<file path="src/rtl/mem_arb_pkg.sv">
// Shared types for the memory-port arbiter: requester ids, memory request
// payload and the in-flight read tag.
package mem_arb_pkg;

   typedef enum logic {
      OWNER_IF = 1'b0,
      OWNER_LS = 1'b1
   } owner_e;

   typedef struct packed {
      logic        we;
      logic [1:0]  size;
      logic [31:0] addr;
      logic [31:0] wdata;
   } mem_req_t;

   typedef struct packed {
      logic   valid;
      owner_e owner;
   } tag_t;

   localparam logic [1:0] SIZE_BYTE = 2'd0;
   localparam logic [1:0] SIZE_HALF = 2'd1;
   localparam logic [1:0] SIZE_WORD = 2'd2;

   localparam mem_req_t MEM_REQ_IDLE = '{we: 1'b0, size: 2'd0, addr: 32'd0, wdata: 32'd0};
   localparam tag_t     TAG_EMPTY    = '{valid: 1'b0, owner: OWNER_IF};

   // Fetches are always full-word reads with no write data.
   function automatic mem_req_t fetch_req(input logic [31:0] addr);
      fetch_req = '{we: 1'b0, size: SIZE_WORD, addr: addr, wdata: 32'd0};
   endfunction

endpackage

</file>
<file path="src/rtl/mem_arb_tag_pipe.sv">
// Latency-matched shift register of read tags; the last stage lines up with
// the cycle the memory presents the corresponding read word.
module mem_arb_tag_pipe
   import mem_arb_pkg::*;
#(
   parameter int DEPTH = 2
) (
   input  logic clk,
   input  logic rst_n,
   input  logic clk_enable,
   input  tag_t tag_in,
   output tag_t tag_out
);

   tag_t [DEPTH-1:0] stage_reg;

   always_ff @(posedge clk) begin
      if (!rst_n) begin
         for (int i = 0; i < DEPTH; i++) begin
            stage_reg[i] <= TAG_EMPTY;
         end
      end else if (clk_enable) begin
         stage_reg[0] <= tag_in;
         for (int i = 1; i < DEPTH; i++) begin
            stage_reg[i] <= stage_reg[i-1];
         end
      end
   end

   assign tag_out = stage_reg[DEPTH-1];

endmodule

</file>
<file path="src/rtl/mem_port_arbiter.sv">
// Fixed-priority arbiter (load/store over fetch) for the shared memory port,
// with read-response routing. Optional fetch starvation guard: MEM_ARB_STARVE_GUARD_EN.
module mem_port_arbiter
   import mem_arb_pkg::*;
#(
   parameter int READ_LATENCY = 2,
   parameter int MAX_WAIT     = 4
) (
   input  logic        clk,
   input  logic        rst_n,
   input  logic        clk_enable,
   input  logic        if_req_valid,
   output logic        if_req_ready,
   input  logic [31:0] if_addr,
   output logic        if_rsp_valid,
   output logic [31:0] if_rsp_data,
   input  logic        ls_req_valid,
   output logic        ls_req_ready,
   input  logic        ls_we,
   input  logic [1:0]  ls_size,
   input  logic [31:0] ls_addr,
   input  logic [31:0] ls_wdata,
   output logic        ls_rsp_valid,
   output logic [31:0] ls_rsp_data,
   output logic        mem_valid,
   output logic        mem_we,
   output logic [1:0]  mem_size,
   output logic [31:0] mem_addr,
   output logic [31:0] mem_wdata,
   input  logic [31:0] mem_rdata
);

   logic     active_reg;
   logic     live;
   logic     grant_en;
   logic     force_if;
   mem_req_t sel_req;
   tag_t     tag_in;
   tag_t     tag_out;

   // Outputs are held low through reset and for the first cycle after it.
   always_ff @(posedge clk) begin
      if (!rst_n) begin
         active_reg <= 1'b0;
      end else begin
         active_reg <= 1'b1;
      end
   end

   assign live     = rst_n && active_reg;
   assign grant_en = live && clk_enable;

`ifdef MEM_ARB_STARVE_GUARD_EN
   localparam int CW = $clog2(MAX_WAIT + 1);

   logic [CW-1:0] wait_reg;
   logic [CW-1:0] wait_next;

   always_ff @(posedge clk) begin
      if (!rst_n) begin
         wait_reg <= '0;
      end else if (clk_enable) begin
         wait_reg <= wait_next;
      end
   end

   always_comb begin
      wait_next = wait_reg;
      if (!if_req_valid || if_req_ready) begin
         wait_next = '0;
      end else if (wait_reg != CW'(MAX_WAIT)) begin
         wait_next = wait_reg + 1'b1;
      end
   end

   assign force_if = (wait_reg == CW'(MAX_WAIT));
`else
   assign force_if = 1'b0;
`endif

   assign ls_req_ready = grant_en && ls_req_valid && !force_if;
   assign if_req_ready = grant_en && if_req_valid && (!ls_req_valid || force_if);

   always_comb begin
      sel_req = MEM_REQ_IDLE;
      if (ls_req_ready) begin
         sel_req = '{we: ls_we, size: ls_size, addr: ls_addr, wdata: ls_wdata};
      end else if (if_req_ready) begin
         sel_req = fetch_req(if_addr);
      end
   end

   assign mem_valid = ls_req_ready || if_req_ready;
   assign mem_we    = sel_req.we;
   assign mem_size  = sel_req.size;
   assign mem_addr  = sel_req.addr;
   assign mem_wdata = sel_req.wdata;

   // Stores enter the pipe as bubbles so they never produce a response.
   always_comb begin
      tag_in       = TAG_EMPTY;
      tag_in.valid = mem_valid && !sel_req.we;
      tag_in.owner = ls_req_ready ? OWNER_LS : OWNER_IF;
   end

   mem_arb_tag_pipe #(
      .DEPTH (READ_LATENCY)
   ) u_tag_pipe (
      .clk        (clk),
      .rst_n      (rst_n),
      .clk_enable (clk_enable),
      .tag_in     (tag_in),
      .tag_out    (tag_out)
   );

   assign if_rsp_valid = live && tag_out.valid && (tag_out.owner == OWNER_IF);
   assign ls_rsp_valid = live && tag_out.valid && (tag_out.owner == OWNER_LS);
   assign if_rsp_data  = live ? mem_rdata : 32'd0;
   assign ls_rsp_data  = live ? mem_rdata : 32'd0;

endmodule

</file>
<file path="config.mk">
export PLATFORM = sky130hd
export DESIGN_NAME = mem_port_arbiter
export DESIGN_NICKNAME = d
export VERILOG_FILES = /design/src/rtl/mem_arb_pkg.sv /design/src/rtl/mem_arb_tag_pipe.sv /design/src/rtl/mem_port_arbiter.sv
export SDC_FILE = /design/constraint.sdc
export NUM_CORES = 1
export LEC_CHECK = 0
export CAP_MARGIN = 20
export CELL_PAD_IN_SITES_DETAIL_PLACEMENT = 1
export CELL_PAD_IN_SITES_GLOBAL_PLACEMENT = 1
export CORE_MARGIN = 2
export CORE_UTILIZATION = 15
export CTS_CLUSTER_SIZE = 40
export DETAILED_ROUTE_END_ITERATION = 8
export PLACE_DENSITY_LB_ADDON = 0.1
export SLEW_MARGIN = 20
export SYNTH_ARGS = -nofsm -noshare
export SYNTH_HDL_FRONTEND = slang
export SYNTH_SLANG_ARGS = --single-unit
</file>
<file path="constraint.sdc">
create_clock -name clk -period 2.74 [get_ports clk]
set_clock_uncertainty 0.2 [all_clocks]
set_input_delay 0.548 -clock clk [delete_from_list [all_inputs] [get_ports clk]]
set_output_delay 0.548 -clock clk [all_outputs]
set_load 0.02 [all_outputs]
</file>
==> impl_metrics.xml, run 1 <==
<?xml version="1.0" encoding="UTF-8"?>
<metrics>
  <group name="status">
    <metric name="outcome" unit="">completed</metric>
  </group>
  <group name="setup_path">
    <metric name="reg2reg_capture_point" unit="">u_tag_pipe.stage_reg[0]</metric>
    <metric name="rr_startpoint" unit="">active_reg</metric>
    <metric name="timing_worst_setup_path_type" unit="">primary input to output pin</metric>
    <metric name="crit_path_max_fanout" unit="">14</metric>
    <metric name="required" unit="ns">1.99</metric>
    <metric name="rr_worst_depth" unit="">3</metric>
    <metric name="timing.critical_path.from_type" unit="">primary input</metric>
    <metric name="reg2reg_slack" unit="ns">1.44</metric>
    <metric name="critical_path.endpoint_type" unit="">output pin</metric>
    <metric name="worst-endpoint-arrival" unit="ns">1.91</metric>
  </group>
  <group name="cells_and_area">
    <metric name="fin_nets" unit="">588</metric>
    <metric name="fillerInstances" unit="">1316</metric>
    <metric name="final_core_util" unit="%">39.5</metric>
    <metric name="drive_above_1_share" unit="%">22.0</metric>
    <metric name="synthToLayoutAreaGrowth" unit="%">155</metric>
    <metric name="antenna-diode-count" unit="">0</metric>
  </group>
  <group name="route">
    <metric name="routedWlPerCell" unit="um">17.7</metric>
    <metric name="via_count" unit="">2553</metric>
    <metric name="drt.antenna.violating_nets" unit="">0</metric>
    <metric name="detail_route.drc_violations" unit="">0</metric>
    <metric name="avgViaCountPerCell" unit="">4.30</metric>
    <metric name="totalWireLength" unit="mm">10.5</metric>
    <metric name="drtIter0Drc" unit="">71</metric>
    <metric name="dr.pass1.iters" unit="">4</metric>
  </group>
  <group name="global_routing">
    <metric name="grt_pass1_vias" unit="">2655</metric>
    <metric name="wire_length_of_the_first_global_routing_pass" unit="mm">15.6</metric>
    <metric name="grtUsageTotal" unit="%">15.4</metric>
    <metric name="grt_max_degree" unit="">40</metric>
    <metric name="initial_antenna_violation_count" unit="">0</metric>
    <metric name="grt_overflow_total" unit="">0</metric>
  </group>
  <group name="worst_hold_path">
    <metric name="min_from" unit="">u_tag_pipe.stage_reg[1]</metric>
    <metric name="holdCritPathClass" unit="">flip-flop to flip-flop</metric>
    <metric name="min_to" unit="">u_tag_pipe.stage_reg[1]</metric>
    <metric name="hold_path_depth" unit="">2</metric>
  </group>
  <group name="logic_synthesis">
    <metric name="post_synth.cell_area_avg" unit="um^2">8.11</metric>
    <metric name="yosys.area.top_type_share" unit="%">16.9</metric>
    <metric name="ys_seq_elements" unit="">5</metric>
    <metric name="synth_area_leader_cell" unit="">o2bb2ai_2</metric>
    <metric name="synth.area.top_cells" unit="">o2bb2ai_2 (17%), nand4b_1 (16%), buf_4 (15%)</metric>
    <metric name="synth_seq_area_share" unit="%">5.64</metric>
    <metric name="post_synth_instance_area" unit="um^2">1780</metric>
    <metric name="netlist-cell-type-count" unit="">26</metric>
    <metric name="synthesis.nets" unit="">355</metric>
    <metric name="synth_warnings" unit="">0</metric>
    <metric name="postSynthCellCount" unit="">219</metric>
  </group>
  <group name="sta">
    <metric name="worst_slew_pin_slew" unit="ns">0.322</metric>
    <metric name="maxSlewViolCount" unit="">0</metric>
    <metric name="max_freq" unit="MHz">376</metric>
    <metric name="final.setup.worst_slack" unit="ns">0.0824</metric>
    <metric name="setup_repair_after_global_routing_missed_its_margin" unit="">false</metric>
    <metric name="finalSetupViolations" unit="">0</metric>
    <metric name="hold_violations" unit="">0</metric>
    <metric name="period_minus_slack" unit="ns">2.66</metric>
    <metric name="max-slew-margin-rel" unit="%">78.6</metric>
    <metric name="totalNegativeSetupSlack" unit="ns">0</metric>
    <metric name="period_utilization_post_route" unit="%">97.0</metric>
  </group>
  <group name="clocking">
    <metric name="root_buffer" unit="">clkbuf_16</metric>
    <metric name="cts_max_path_buffers" unit="">2</metric>
    <metric name="tritoncts_num_sinks" unit="">5</metric>
    <metric name="clk_latency" unit="ns">0.23</metric>
    <metric name="cts_inserted_buffers" unit="">3</metric>
    <metric name="tritoncts" unit="">done</metric>
    <metric name="clk_pin_slew_worst_paths" unit="ns">0.03</metric>
    <metric name="htreeDepth" unit="">1</metric>
  </group>
  <group name="die">
    <metric name="placeableCoreArea" unit="um^2">11500</metric>
    <metric name="die_area" unit="um^2">12700</metric>
    <metric name="fp.dieH" unit="um">113</metric>
    <metric name="initial_cell_density_of_the_core" unit="%">15.5</metric>
    <metric name="fp-row-count" unit="">39</metric>
    <metric name="top_level_ports" unit="">272</metric>
    <metric name="horizontal_die_dimension" unit="um">113</metric>
  </group>
  <group name="placement">
    <metric name="place_worst_setup_slack" unit="ns">-0.329</metric>
    <metric name="io_buffers" unit="">271</metric>
    <metric name="dpl.hpwl" unit="mm">8.39</metric>
    <metric name="gp_congestion" unit="">0.759</metric>
  </group>
  <group name="power">
    <metric name="pwr_density_cell" unit="nW/um^2">186</metric>
    <metric name="power_leakage" unit="nW">1.76</metric>
    <metric name="irDropWorstVdd" unit="mV">0.166</metric>
    <metric name="p_total" unit="uW">843</metric>
  </group>
  <group name="run">
    <metric name="max_cap_viol_count" unit="">0</metric>
  </group>
</metrics>
metrics by stage:
stage,cells,area (um^2),hold WS [ns]
after floorplan,219,1780,0.259
after global placement,588,4390,0.284
after detailed placement,588,4390,0.286
after CTS,593,4500,0.296
after global routing,594,4530,0.334
final,594,4530,0.290
routing by layer:
metal  vias up  GRT usage, %  wire (um)
li1       1239             -          -
met1      1172          17.6       3950
met2       136          28.3       5510
met3         6          4.55        944
met4         0          3.09        138
met5         -             0          0
worst max path at each step:
| stage | startpoint | to | slack [ns] | cells after the start |
|---|---|---|---|---|
| detailed placement | ls_req_valid | mem_addr[23] | -0.33 | 5 |
| finish | if_req_valid | mem_addr[8] | 0.08 | 5 |
| global placement | ls_req_valid | mem_addr[26] | -0.32 | 5 |
| floorplan | if_req_valid | if_req_ready | 0.49 | 4 |
| CTS | ls_req_valid | mem_addr[13] | 0.001 | 5 |
| global route | rst_n | ls_rsp_valid | 0.001 | 4 |
cell usage after synthesis (all sizes together):
master and instances:
o21a 1, buf 44, nand3b 1, dfxtp 5
nand4b 32, and4 2, nor3b 1, nor2 3
o31ai 1, nand2 3, and2 34, nand3 1
nor3 1, and3 32, nor2b 3, clkbuf 19
o2bb2ai 32, a21bo 1, mux2i 3
layout make-up:
type | count | area [um^2] | share of cell area (%)
multi-input combinational | 151 | 1240 | 27.4
sequential | 5 | 100 | 2.21
clock buffer | 4 | 78.8 | 1.74
tap | 143 | 179 | 3.95
timing repair buffer | 291 | 2930 | 64.7
placed cells by master (no fill, tap or decap), types with 5 or more instances in the layout:
cell type,synthesis,layout
o2bb2ai_2,20,20
buf_2,4,11
nand4b_1,32,32
dfxtp_1,5,5
clkdlybuf4s15_1,0,14
dlygate4sd2_1,0,5
buf_4,35,13
clkdlybuf4s50_1,0,196
o2bb2ai_1,12,12
and2_1,34,34
clkdlybuf4s15_2,0,39
and3_1,32,32
worst max-delay path: stages:
cell	delay (ns)
clkdlybuf4s50_1	0.51
buf_4	0.23
nand4b_1	0.13
o2bb2ai_2	0.14
dlygate4sd2_1	0.35
power by group:
group | total [mW] | switching [mW] | leakage [nW] | internal (mW)
logic | 0.525 | 0.212 | 1.68 | 0.313
clock network | 0.240 | 0.0472 | 0.0382 | 0.193
registers | 0.0774 | 0.00177 | 0.0409 | 0.0757
total | 0.843 | 0.261 | 1.76 | 0.582
cells by family (layout without fill, tap and decap cells):
logic type	after synthesis	after routing	share of synthesized area, %
DFF	5	5	5.64
and+or+nand+nor	113	113	43.9
AOI/OAI and AO/OA	35	35	24.2
muxes	3	3	1.69
buffers and inverters	63	295	24.5
timing repair:
item,CTS,global route
setup buffers,0,0
gates cloned,1,1
endpoints found under the setup margin,136,72
resized for setup,203,10
pin swaps,1,1
hold buffers,0,0
No activity file was read; power rests on OpenSTA's default activity.
==> run 2, diff against run 1 <==
--- a/config.mk
+++ b/config.mk
@@ -10,6 +10,7 @@
 export CELL_PAD_IN_SITES_GLOBAL_PLACEMENT = 1
 export CORE_MARGIN = 2
 export CORE_UTILIZATION = 15
+export CTS_CLUSTER_DIAMETER = 80
 export CTS_CLUSTER_SIZE = 40
 export DETAILED_ROUTE_END_ITERATION = 8
 export PLACE_DENSITY_LB_ADDON = 0.1
==> results of run 2 <==
No change in the layout: final DEF, timing and power equal those of run 1.
==> run 3, diff against run 2 <==
--- a/config.mk
+++ b/config.mk
@@ -13,7 +13,7 @@
 export CTS_CLUSTER_DIAMETER = 80
 export CTS_CLUSTER_SIZE = 40
 export DETAILED_ROUTE_END_ITERATION = 8
-export PLACE_DENSITY_LB_ADDON = 0.1
+export PLACE_DENSITY_LB_ADDON = 0.05
 export SLEW_MARGIN = 20
 export SYNTH_ARGS = -nofsm -noshare
 export SYNTH_HDL_FRONTEND = slang
==> run 3 against run 2 <==
Setup slack worse by 0.039 ns. Final area decreased by 0.52%. Global-route usage is 0.48 points lower. Count of clock-buffer cells in the layout unchanged. Sequential power is 0.6% higher. Non-clock buffer count is the same. First-iteration DRC count up 9.9%. Critical path depth unchanged. Via count rose by 2.0%. Sequential share of layout area barely moved. Wire length decreased by 1.8%.
==> impl_metrics.xml, run 3 (synthesis gave the netlist of run 1 again) <==
<?xml version="1.0" encoding="UTF-8"?>
<metrics>
  <group name="die">
    <metric name="die_area" unit="um^2">12700</metric>
    <metric name="horizontal_die_dimension" unit="um">113</metric>
    <metric name="fp.dieH" unit="um">113</metric>
    <metric name="placeableCoreArea" unit="um^2">11500</metric>
    <metric name="top_level_ports" unit="">272</metric>
    <metric name="initial_cell_density_of_the_core" unit="%">15.5</metric>
    <metric name="fp-row-count" unit="">39</metric>
  </group>
  <group name="sta">
    <metric name="period_utilization_post_route" unit="%">98.4</metric>
    <metric name="max-slew-margin-rel" unit="%">80.4</metric>
    <metric name="max_freq" unit="MHz">371</metric>
    <metric name="maxSlewViolCount" unit="">0</metric>
    <metric name="setup_repair_after_global_routing_missed_its_margin" unit="">true</metric>
    <metric name="worst_slew_pin_slew" unit="ns">0.293</metric>
    <metric name="period_minus_slack" unit="ns">2.70</metric>
    <metric name="finalSetupViolations" unit="">0</metric>
    <metric name="hold_violations" unit="">0</metric>
  </group>
  <group name="placement">
    <metric name="gp_congestion" unit="">0.758</metric>
    <metric name="post-place-cells" unit="">588</metric>
    <metric name="dpl_cell_area" unit="um^2">4420</metric>
    <metric name="io_buffers" unit="">271</metric>
    <metric name="dpl.hpwl" unit="mm">8.39</metric>
  </group>
  <group name="power">
    <metric name="power_leakage" unit="nW">1.94</metric>
    <metric name="pwr_density_cell" unit="nW/um^2">187</metric>
    <metric name="irDropWorstVdd" unit="mV">0.182</metric>
    <metric name="p_total" unit="uW">844</metric>
  </group>
  <group name="route">
    <metric name="dr.pass1.iters" unit="">4</metric>
    <metric name="wl_met1" unit="mm">3.86</metric>
    <metric name="totalWireLength" unit="mm">10.4</metric>
    <metric name="dr_wl_met3" unit="um">897</metric>
    <metric name="detail_route.drc_violations" unit="">0</metric>
    <metric name="routedWlPerCell" unit="um">17.4</metric>
    <metric name="drt.antenna.violating_nets" unit="">0</metric>
    <metric name="via_count" unit="">2605</metric>
    <metric name="highest_metal_layer_used_by_the_detailed_router" unit="">met4</metric>
    <metric name="met2_wirelength" unit="mm">5.40</metric>
    <metric name="avgViaCountPerCell" unit="">4.39</metric>
    <metric name="drtIter0Drc" unit="">78</metric>
  </group>
  <group name="global_routing">
    <metric name="grtUsageTotal" unit="%">14.9</metric>
    <metric name="wire_length_of_the_first_global_routing_pass" unit="mm">15.3</metric>
    <metric name="grt_max_degree" unit="">41</metric>
    <metric name="initial_antenna_violation_count" unit="">0</metric>
    <metric name="grt_overflow_total" unit="">0</metric>
    <metric name="grt_pass1_vias" unit="">2751</metric>
  </group>
  <group name="clocking">
    <metric name="cts_max_path_buffers" unit="">2</metric>
    <metric name="tritoncts" unit="">done</metric>
    <metric name="clk_latency" unit="ns">0.23</metric>
    <metric name="htreeDepth" unit="">1</metric>
    <metric name="tritoncts_num_sinks" unit="">5</metric>
    <metric name="cts_inserted_buffers" unit="">3</metric>
    <metric name="clk_pin_slew_worst_paths" unit="ns">0.03</metric>
    <metric name="root_buffer" unit="">clkbuf_16</metric>
  </group>
  <group name="worst_hold_path">
    <metric name="holdCritPathClass" unit="">flip-flop to flip-flop</metric>
  </group>
  <group name="cells_and_area">
    <metric name="final_core_util" unit="%">39.3</metric>
    <metric name="fillerInstances" unit="">1351</metric>
    <metric name="finalNonFillerCells" unit="">594</metric>
    <metric name="layout_commonest_cell" unit="">clkdlybuf4s50_1</metric>
    <metric name="layout_common_cells" unit="">clkdlybuf4s50_1 (194), dlygate4sd2_1 (42), and2_1 (34)</metric>
    <metric name="synthToLayoutAreaGrowth" unit="%">154</metric>
    <metric name="post-route-cell-area" unit="um^2">4510</metric>
    <metric name="drive_above_1_share" unit="%">12.6</metric>
    <metric name="fin_nets" unit="">588</metric>
    <metric name="antenna-diode-count" unit="">0</metric>
  </group>
  <group name="status">
    <metric name="outcome" unit="">completed</metric>
  </group>
  <group name="setup_path">
    <metric name="worst-endpoint-arrival" unit="ns">1.95</metric>
    <metric name="timing_worst_setup_path_type" unit="">primary input to output pin</metric>
    <metric name="required" unit="ns">1.99</metric>
    <metric name="crit_path_max_fanout" unit="">11</metric>
    <metric name="timing.critical_path.from_type" unit="">primary input</metric>
    <metric name="critical_path.endpoint_type" unit="">output pin</metric>
  </group>
  <group name="run">
    <metric name="max_cap_viol_count" unit="">0</metric>
  </group>
</metrics>
==> run 3: cell type report <==
class	count	area (um^2)	share of cell area [%]
clock buffer	4	78.8	1.75
tap	143	179	3.97
timing repair buffer	291	2910	64.5
multi-input combinational	151	1240	27.6
sequential	5	100	2.22
==> run 3: routing by layer <==
metal | GRT usage [%] | vias to the layer above
met4 | 3.33 | 0
li1 | - | 1243
met5 | 0 | -
met2 | 28.8 | 145
met3 | 3.37 | 12
met1 | 16.4 | 1205
==> run 3: worst max-delay path, stage by stage <==
cell,delay (ns)
dlygate4sd2_1,0.31
and4_4,0.33
bufbuf_16,0.31
and2_1,0.12
dlygate4sd2_1,0.32
==> run 3: stage by stage <==
stage	TNS (ns)	hold WS [ns]	setup slack (ns)
4_1_cts	0	0.291	0.0439
2_1_floorplan	0	0.259	0.489
3_3_place_gp	-39.42	0.279	-0.350
3_5_place_dp	-42.11	0.284	-0.376
5_1_grt	-0.0130	0.311	-0.0130
6_report	0	0.287	0.0437
==> run 3: timing repair <==
item / CTS / global route
setup buffers: 1 / 0
setup endpoints to repair: 135 / 21
gates cloned: 1 / 0
gates resized for setup: 101 / 24
hold buffers: 0 / 0
pin swaps: 1 / 0
==> run 3: report_power, final <==
group | switching [mW] | leakage (nW) | internal [mW]
Clock | 0.0486 | 0.0382 | 0.193
Sequential | 0.00222 | 0.0409 | 0.0757
Combinational | 0.211 | 1.86 | 0.313
Total | 0.262 | 1.94 | 0.582
==> run 3: worst paths after layout <==
kind | start | endpoint | slack (ns) | cells past startpoint
worst max-delay path | rst_n | mem_wdata[18] | 0.04 | 5
worst min-delay path | u_tag_pipe.stage_reg[1] | u_tag_pipe.stage_reg[1] | 0.29 | 2
worst max register to register | active_reg | u_tag_pipe.stage_reg[0] | 1.45 | 3
worst min register to register | u_tag_pipe.stage_reg[1] | u_tag_pipe.stage_reg[1] | 0.29 | 2
